File: src/rtl/sample_iid_trits.sv
// Streams one ternary polynomial: each accepted 16-bit random word becomes a
// pair of coefficients (byte mod 3), followed by a zero padding beat tagged last.
`timescale 1ns/1ps
module sample_iid_trits #(
   parameter int N     = 701,
   parameter int PAIRS = (N - 1) / 2
) (
   input  logic        clk,
   input  logic        ovr_rst1,
   input  logic        start,
   input  logic [15:0] rnd,
   input  logic        rnd_valid,
   output logic        rnd_ready,
   output logic [3:0]  trits,
   output logic [8:0]  trit_idx,
   output logic        trit_valid,
   input  logic        trit_ready,
   output logic        trit_last,
   output logic        busy,
   output logic        done
);

   typedef enum logic [1:0] {
      S_IDLE,
      S_RUN,
      S_LAST,
      S_DRAIN
   } state_t;

   localparam logic [8:0] PAIRS_M1 = 9'(PAIRS - 1);
   localparam logic [8:0] LAST_IDX = 9'(PAIRS);

   state_t     state_q, state_d;
   logic [8:0] cnt_q, cnt_d;
   logic [3:0] trits_q, trits_d;
   logic [8:0] idx_q, idx_d;
   logic       last_q, last_d;
   logic       tv_q, tv_d;
   logic       done_q, done_d;
   logic       out_free;
   logic       accept;
   logic       out_xfer;

   // 4 = 1 (mod 3), so the sum of base-4 digits keeps the residue; fold twice.
   function automatic logic [1:0] mod3(input logic [7:0] b);
      logic [3:0] s;
      logic [2:0] t;
      s = 4'(b[7:6]) + 4'(b[5:4]) + 4'(b[3:2]) + 4'(b[1:0]);
      t = 3'(s[3:2]) + 3'(s[1:0]);
      case (t)
         3'd0, 3'd3, 3'd6: return 2'd0;
         3'd1, 3'd4:       return 2'd1;
         default:          return 2'd2;
      endcase
   endfunction

   assign out_free  = !tv_q || trit_ready;
   assign out_xfer  = tv_q && trit_ready;
   assign rnd_ready = (state_q == S_RUN) && out_free;
   assign accept    = rnd_ready && rnd_valid;

   always_comb begin
      state_d = state_q;
      cnt_d   = cnt_q;
      trits_d = trits_q;
      idx_d   = idx_q;
      last_d  = last_q;
      tv_d    = tv_q;
      done_d  = 1'b0;
      case (state_q)
         S_IDLE: begin
            if (start) begin
               cnt_d   = '0;
               state_d = S_RUN;
            end
         end
         S_RUN: begin
            if (accept) begin
               trits_d = {mod3(rnd[15:8]), mod3(rnd[7:0])};
               idx_d   = cnt_q;
               last_d  = 1'b0;
               tv_d    = 1'b1;
               cnt_d   = cnt_q + 9'd1;
               if (cnt_q == PAIRS_M1) state_d = S_LAST;
            end else if (out_xfer) begin
               tv_d = 1'b0;
            end
         end
         S_LAST: begin
            // Padding beat carries coefficients N-1 and N, both zero.
            if (out_free) begin
               trits_d = 4'b0000;
               idx_d   = LAST_IDX;
               last_d  = 1'b1;
               tv_d    = 1'b1;
               state_d = S_DRAIN;
            end
         end
         S_DRAIN: begin
            if (out_xfer) begin
               tv_d    = 1'b0;
               done_d  = 1'b1;
               state_d = S_IDLE;
            end
         end
         default: state_d = S_IDLE;
      endcase
   end

   always_ff @(posedge clk or posedge ovr_rst1) begin
      if (ovr_rst1) begin
         state_q <= S_IDLE;
         cnt_q   <= '0;
         trits_q <= '0;
         idx_q   <= '0;
         last_q  <= 1'b0;
         tv_q    <= 1'b0;
         done_q  <= 1'b0;
      end else begin
         state_q <= state_d;
         cnt_q   <= cnt_d;
         trits_q <= trits_d;
         idx_q   <= idx_d;
         last_q  <= last_d;
         tv_q    <= tv_d;
         done_q  <= done_d;
      end
   end

   assign trits      = trits_q;
   assign trit_idx   = idx_q;
   assign trit_last  = last_q;
   assign trit_valid = tv_q;
   assign done       = done_q;
   assign busy       = (state_q != S_IDLE);

endmodule

File: config.mk
export PLATFORM = sky130hd
export DESIGN_NAME = sample_iid_trits
export DESIGN_NICKNAME = d
export VERILOG_FILES = /design/src/rtl/sample_iid_trits.sv
export SDC_FILE = /design/constraint.sdc
export NUM_CORES = 1
export LEC_CHECK = 0
export CAP_MARGIN = 20
export CORE_ASPECT_RATIO = 1.5
export CORE_UTILIZATION = 45
export CTS_CLUSTER_DIAMETER = 120
export DETAILED_ROUTE_END_ITERATION = 8
export PLACE_DENSITY = 0.81
export RECOVER_POWER = 100
export SLEW_MARGIN = 20
export SYNTH_ARGS = -nofsm -noshare
export SYNTH_HDL_FRONTEND = slang
export SYNTH_SLANG_ARGS = --single-unit
File: constraint.sdc
create_clock -name clk -period 2.4 [get_ports clk]
set_input_delay 0.48 -clock clk [delete_from_list [all_inputs] [get_ports clk]]
set_output_delay 0.48 -clock clk [all_outputs]
set_load 0.005 [all_outputs]
==> qor.txt, run 1 <==
Worst setup path startpoint -> rnd[12]
Storage element area -> 676 um^2
Input/output buffers -> 38
Sw Ratio -> 34.5%
Clk slew on worst S/H paths -> 0.09 ns
Final setup fails -> 4
Total die area -> 4210 um^2
Final hold viol count -> 0
Status -> finished with violations
Worst-Skew Late Latency -> 0.28 ns
Worst Setup End Kind -> flip-flop
Setup CP Type -> in2reg
Psw -> 549 uW
Rows -> 27
Clk network pwr share -> 16.5%
Combinational power share -> 41.5%
RSZ-0062 raised after global routing -> yes
Final GP Congestion -> 0.762
Count leader, synth -> inv_1
Share of post-route cells with drive strength above 1 -> 17.7%
Synth Warn # -> 0
CP max stage delay -> 0.54 ns
Die span in x -> 53.3 um
CP top delay family -> adder cells
Max_slew headroom -> 2.93%
LEAKAGE -> 0.00113 uW
Worst setup skew after layout -> 0.00569 ns
Fmax -> 307 MHz
Top FF cell, synth -> dfrtp_1
Vias -> 1440
Total CTS buffers -> 3
Worst Setup Start Kind -> input pin
First-pass iteration count of the detailed router -> 4
Power per cell area -> 693 nW/um^2
Max-slew violation count -> 0
Yosys top cell area share -> 38.0%
Post-route ant nets -> 0
Final WL -> 3.63 mm
Multi-input gate area -> 981 um^2
Final cell count without fillers -> 263
Fillers -> 323
CP dominant cell by count -> inv_2
Worst vdd ir -> 0.413 mV
Slowest stage cell on the critical path -> fa_2
Worst Path Buf+Inv -> 6
Clk buf depth -> 2
Routed len/inst -> 13.8 um
Crit-path cells -> dlygate4sd2_1 -> fa_2 -> inv_2 -> fa_1 -> inv_1 -> ha_2 -> inv_2 -> fa_1 -> inv_1 -> ha_2 -> inv_2 -> fa_2 -> nor2_2 -> mux2i_1 -> nor3_1 -> a21o_1
# DRC -> 0
Yosys reg bits -> 27
Syn_nets -> 222
H-tree depth -> 1
CTS sink cnt -> 27
Final #Nets -> 265
1st-iter DRT viols -> 48
Sequential area share after synthesis -> 38.0%
Clock Tree Root -> clkbuf_8
Initial Util -> 47.8%
First-pass GRT wire length -> 6.27 mm
Part of the cycle the worst path needs -> 136%
Part of the power in registers -> 41.9%
Placed cells -> 258
CTS tree -> yes
Synth area leaders -> dfrtp_1 (38%), fa_1 (11%), ha_1 (9.2%)
Core area -> 3720 um^2
Area leader, netlist -> dfrtp_1
Die height -> 79.0 um
Mapped Avg Cell Area -> 9.98 um^2
Cell Int Power -> 1040 uW
Synth unique cells -> 34
Post-DP HPWL -> 2.87 mm
Area growth syn-to-layout -> 29.1%
Top cells by count, synth -> inv_1 (35), dfrtp_1 (27), a21oi_1 (16), ha_1 (13), fa_1 (10)
FFs w/ async S/R, synth -> 100%
Reg-to-reg startpoint -> state_q[1]$_DFFE_PP0P_
Antenna Cells -> 0
Setup slack after layout -> -0.862 ns
Worst slack at placement -> -1.68 ns
Total power -> 1590 uW
Initial antenna violation count -> 0
Global-route usage over all layers -> 19.9%
Max-Cap Viols -> 0
Syn Std Cell Area -> 1780 um^2
Worst Hold Class -> reg2reg
Vias per cell -> 5.48
CP arrival -> 3.44 ns
Final min period -> 3.26 ns
Pin count of the biggest net entering global routing -> 28
CP max FO -> 2
Critical Path RT -> 2.57 ns
Worst slew pin tran -> 1.46 ns
Failing checks -> negative setup slack
IO Pins -> 39
Residual overflow from global routing -> 0
Mapped Cells -> 178
Worst Hold Launch -> trits[0]$_DFFE_PP0P_
Post-synth EDFFs -> 0
Vias in the first global route -> 1475
[cell type report]
cell class	count	area share (%)
multi-input cells	111	42.8
clock buffers	3	1.80
inverters	35	6.06
well taps	43	2.35
repair buffers	43	17.3
flip-flops and latches	27	29.5
clock inverters	1	0.218
[worst register-to-register path: cells and delay by family (launching register included)]
kind | cells | cell delay [ns]
adders and majority gates | 1 | 0.22
AOI/OAI and AO/OA | 2 | 0.22
buffers and inverters | 3 | 0.52
DFF | 1 | 0.40
and+or+nand+nor | 1 | 0.58
[registers in the layout, indices dropped and copies added (netlist names)]
name	flops
state_q	2
trit_idx	9
cnt_q	9
trits	4
trit_valid	1
trit_last	1
done	1
[cells in the final DEF (no fill, tap or decap), types with 3 or more instances in the layout]
master and instances:
inv_2 9, nand2_1 5, o21ai_0 5, o31ai_1 6, nor3_1 8, mux2i_1 3
fa_2 4, a21o_1 5, nand3_1 3, a21oi_1 16, dfrtp_1 27, inv_1 25
nor2_1 4, fa_1 6, a22o_1 3, ha_2 5, ha_1 8, dlygate4sd3_1 19
buf_4 3, or4_1 6, dlygate4sd2_1 4, clkdlybuf4s50_1 7, buf_2 3, clkbuf_8 3
[stage by stage]
stage               instance area (um^2)  setup TNS, ns  hold WS (ns)  utilization (%)
floorplan                           1800          -3.65         0.470                -
global placement                    2240          -6.15         0.459             60.4
detailed placement                  2240          -6.39         0.469             60.4
CTS                                 2280          -3.64         0.491             61.5
global route                        2290          -3.94         0.509             61.7
finish                              2290          -3.35         0.481             61.7
[timing repair]
action	CTS	global route
endpoints found under the setup margin	4	5
hold buffers	0	0
pin swaps	18	8
setup buffers	0	1
gates cloned	0	0
resized for setup	41	4
[metal layers]
layer	GRT usage, %	up-vias	part of all wire (%)
met2	37.0	29	55
met5	0	-	0
met3	2.30	5	5.0
met4	6.84	0	1.5
met1	22.1	711	39
li1	-	695	-
[cells by family (layout without fill, tap and decap cells)]
logic type / count (synthesis) / in the layout / share of synthesized area (%)
AND/OR/NAND/NOR: 41 / 41 / 14.2
AO/OA/AOI/OAI: 40 / 40 / 14.6
buffers and inverters: 40 / 82 / 8.52
flip-flops: 27 / 27 / 38.0
adder cells (fa/ha/maj): 23 / 23 / 20.4
multiplexers: 5 / 5 / 3.17
XOR/XNOR: 2 / 2 / 0.986
[worst paths after layout]
check	to	slack, ns	depth (start not counted)
max	trits[3]$_DFFE_PP0P_	-0.86	16
max reg2reg	cnt_q[6]$_DFFE_PP0P_	0.41	7
min in group asynchronous	done$_DFF_PP0_	1.13	3
max in group asynchronous	trit_idx[1]$_DFFE_PP0P_	0.42	3
min reg2reg	trits[0]$_DFFE_PP0P_	0.48	1
min	trits[0]$_DFFE_PP0P_	0.48	1
[power groups by stage]
stage	Clock [uW]	Combinational (uW)	Sequential (uW)
finish	263	660	667
global route	292	755	689
CTS	266	677	672
detailed placement	0	669	681
global placement	0	638	676
floorplan	0	395	668
(Power assumes the default switching activity.)
==> inputs of run 2 (changes only) <==
==> constraint.sdc (replaced) <==
create_clock -name clk -period 3.3 [get_ports clk]
set_input_delay 0.66 -clock clk [delete_from_list [all_inputs] [get_ports clk]]
set_output_delay 0.66 -clock clk [all_outputs]
set_load 0.005 [all_outputs]
==> run 2 against run 1 <==
Effect of this change:
- the run still ends with negative setup slack left
- sequential power down 27%
- die area is the same
- highest routed layer unchanged
- largest power group unchanged
- largest cell class unchanged
- first-iteration DRC count fell by 63%
- critical path type unchanged
- critical endpoint unchanged
- total power is 28% lower
==> qor.txt, run 2 (same netlist as run 1, synthesis figures left out) <==
Status -> finished with violations
Failing checks -> negative setup slack
Setup CP Type -> in2reg
Area growth syn-to-layout -> 27.9%
Fmax -> 289 MHz
DR WL met3 -> 141 um (-22%)
Post-DP HPWL -> 2.75 mm (-4.4%)
Post-CTS Hold Buffers -> 0 (unchanged)
Final GP Congestion -> 0.756 (-0.77%)
Rows -> 27 (unchanged)
Sw Ratio -> 34.1% (-0.41 points)
Core area -> 3720 um^2 (unchanged)
Worst Setup End Kind -> flip-flop
Total die area -> 4210 um^2 (unchanged)
Worst Hold Class -> reg2reg
Hold EP -> trits[0]$_DFFE_PP0P_
Final cell count without fillers -> 261 (-0.76%)
LEAKAGE -> 0.00111 uW (-1.3%)
Vias in the first global route -> 1427 (-3.3%)
Reg-to-reg startpoint -> state_q[1]$_DFFE_PP0P_
Vias -> 1406 (-2.4%)
Max_slew headroom -> 3.12% (+0.19 points)
Max-slew violation count -> 0 (unchanged)
R2R depth -> 7 (unchanged)
Worst setup skew after layout -> 0.00263 ns (-0.00306 ns)
Post-CTS Setup Inserts -> 0 (unchanged)
Worst-Skew Late Latency -> 0.27 ns (about the same)
Global-route usage over all layers -> 19.0% (-0.91 points)
1st-iter DRT viols -> 18 (-63%)
Worst Hold Launch -> trits[0]$_DFFE_PP0P_
Combinational power share -> 40.6% (-0.9 points)
Worst slack at placement -> -0.964 ns (+0.721 ns)
CP arrival -> 3.63 ns (+0.19 ns)
Critical Path RT -> 3.47 ns (+0.90 ns)
Max layer used -> met4
Worst Hold Path Cells -> 1 (unchanged)
Final setup fails -> 4 (unchanged)
R2r setup slk -> 1.18 ns (+0.77 ns)
Clk slew on worst S/H paths -> 0.09 ns (about the same)
Input/output buffers -> 38 (unchanged)
Setup slack after layout -> -0.155 ns (+0.707 ns)
H-tree depth -> 1 (unchanged)
Vias per cell -> 5.39 (-1.6%)
Critical R2R Capture -> cnt_q[8]$_DFFE_PP0P_
Die height -> 79.0 um (unchanged)
Die span in x -> 53.3 um (unchanged)
Cell Int Power -> 751 uW (-28%)
CTS sink cnt -> 27 (unchanged)
Placed cells -> 257 (-0.39%)
M1 WL -> 1.36 mm (-3.1%)
Commonest non-fill, non-tap cells in the layout -> dfrtp_1 (27), inv_1 (25), dlygate4sd3_1 (20), a21oi_1 (16), ha_1 (9)
Part of the power in registers -> 42.6% (+0.7 points)
CP max FO -> 2 (unchanged)
Power per cell area -> 502 nW/um^2 (-28%)
Pin count of the biggest net entering global routing -> 28 (unchanged)
Most common cell after layout, fill and taps aside -> dfrtp_1
DR WL met2 -> 1.95 mm (-2.4%)
Antenna Cells -> 0 (unchanged)
Worst vdd ir -> 0.337 mV (-18%)
Final WL -> 3.50 mm (-3.6%)
Routed len/inst -> 13.4 um (-2.8%)
Share of post-route cells with drive strength above 1 -> 16.5% (-1.2 points)
Clk buf depth -> 2 (unchanged)
Max-Cap Viols -> 0 (unchanged)
Clk network pwr share -> 16.7% (+0.2 points)
# DRC -> 0 (unchanged)
Worst slew pin tran -> 1.45 ns (-0.00286 ns)
Fillers -> 325 (+0.62%)
Part of the cycle the worst path needs -> 105%
Final hold viol count -> 0 (unchanged)
Initial antenna violation count -> 0 (unchanged)
First-pass GRT wire length -> 5.98 mm (-4.6%)
Initial Util -> 47.8% (unchanged)
RSZ-0062 raised after global routing -> yes
Final #Nets -> 263 (-0.75%)
Psw -> 389 uW (-29%)
Post-route ant nets -> 0 (unchanged)
Final min period -> 3.46 ns
First-pass iteration count of the detailed router -> 4 (unchanged)
Clock Tree Root -> clkbuf_8
IO Pins -> 39 (unchanged)
Total CTS buffers -> 3 (unchanged)
TNS Setup -> -0.493 ns (+2.85 ns)
Worst Setup Start Kind -> input pin
Multi-input gate area -> 978 um^2 (-0.26%)
Storage element area -> 676 um^2 (unchanged)
CTS tree -> yes
Residual overflow from global routing -> 0 (unchanged)
run 2: power groups by stage:
stage          Combinational [uW]  Clock (uW)  Sequential [uW]
2_1_floorplan                 288           0              485
3_3_place_gp                  465           0              491
3_5_place_dp                  481           0              495
4_1_cts                       487         196              488
5_1_grt                       530         203              500
6_report                      463         191              486
run 2: worst max path at each step:
stage | startpoint | to | slack [ns] | cells past startpoint
global placement | rnd[5] | trits[1]$_DFFE_PP0P_ | -0.90 | 16
CTS | rnd[9] | trits[3]$_DFFE_PP0P_ | -0.23 | 16
detailed placement | rnd[5] | trits[1]$_DFFE_PP0P_ | -0.96 | 16
global route | rnd[3] | trits[1]$_DFFE_PP0P_ | -0.33 | 16
finish | rnd[11] | trits[3]$_DFFE_PP0P_ | -0.16 | 16
floorplan | rnd[13] | trits[3]$_DFFE_PP0P_ | -0.25 | 15
run 2: repair_timing:
| action | CTS | global route |
|---|---|---|
| pin swaps | 17 | 14 |
| setup endpoints to repair | 4 | 4 |
| resized for setup | 42 | 8 |
run 2: final cells by class:
| type | instances | share of cell area (%) |
|---|---|---|
| Inverter | 35 | 6.22 |
| Clock buffer | 4 | 1.98 |
| Timing Repair Buffer | 41 | 16.6 |
| Sequential cell | 27 | 29.7 |
| Multi-Input combinational cell | 111 | 43.1 |
| Tap cell | 43 | 2.37 |
run 2: stage by stage:
| step | utilization [%] | instance area, um^2 | hold slack [ns] | power [uW] |
|---|---|---|---|---|
| 3_3_place_gp | 60.2 | 2240 | 0.458 | 956 |
| 5_1_grt | 61.1 | 2270 | 0.510 | 1230 |
| 3_5_place_dp | 60.2 | 2240 | 0.466 | 975 |
| 2_1_floorplan | - | 1800 | 0.470 | 773 |
| 6_report | 61.1 | 2270 | 0.477 | 1140 |
| 4_1_cts | 61.2 | 2280 | 0.488 | 1170 |
run 2: layer usage:
metal | global-route usage [%] | up-vias
met5 | 0 | -
met1 | 20.3 | 688
met2 | 34.9 | 28
met4 | 9.21 | 0
met3 | 2.11 | 4
li1 | - | 686
run 2: critical path, stage by stage:
cell and delay (ns):
buf_8 0.07, inv_4 0.02, fa_1 0.54, fa_1 0.42, inv_1 0.07, ha_2 0.17, inv_2 0.04, fa_1 0.45
inv_1 0.07, ha_2 0.16, inv_2 0.03, fa_2 0.53, nor2_2 0.03, mux2i_1 0.12, nor3_1 0.06, a21o_1 0.17
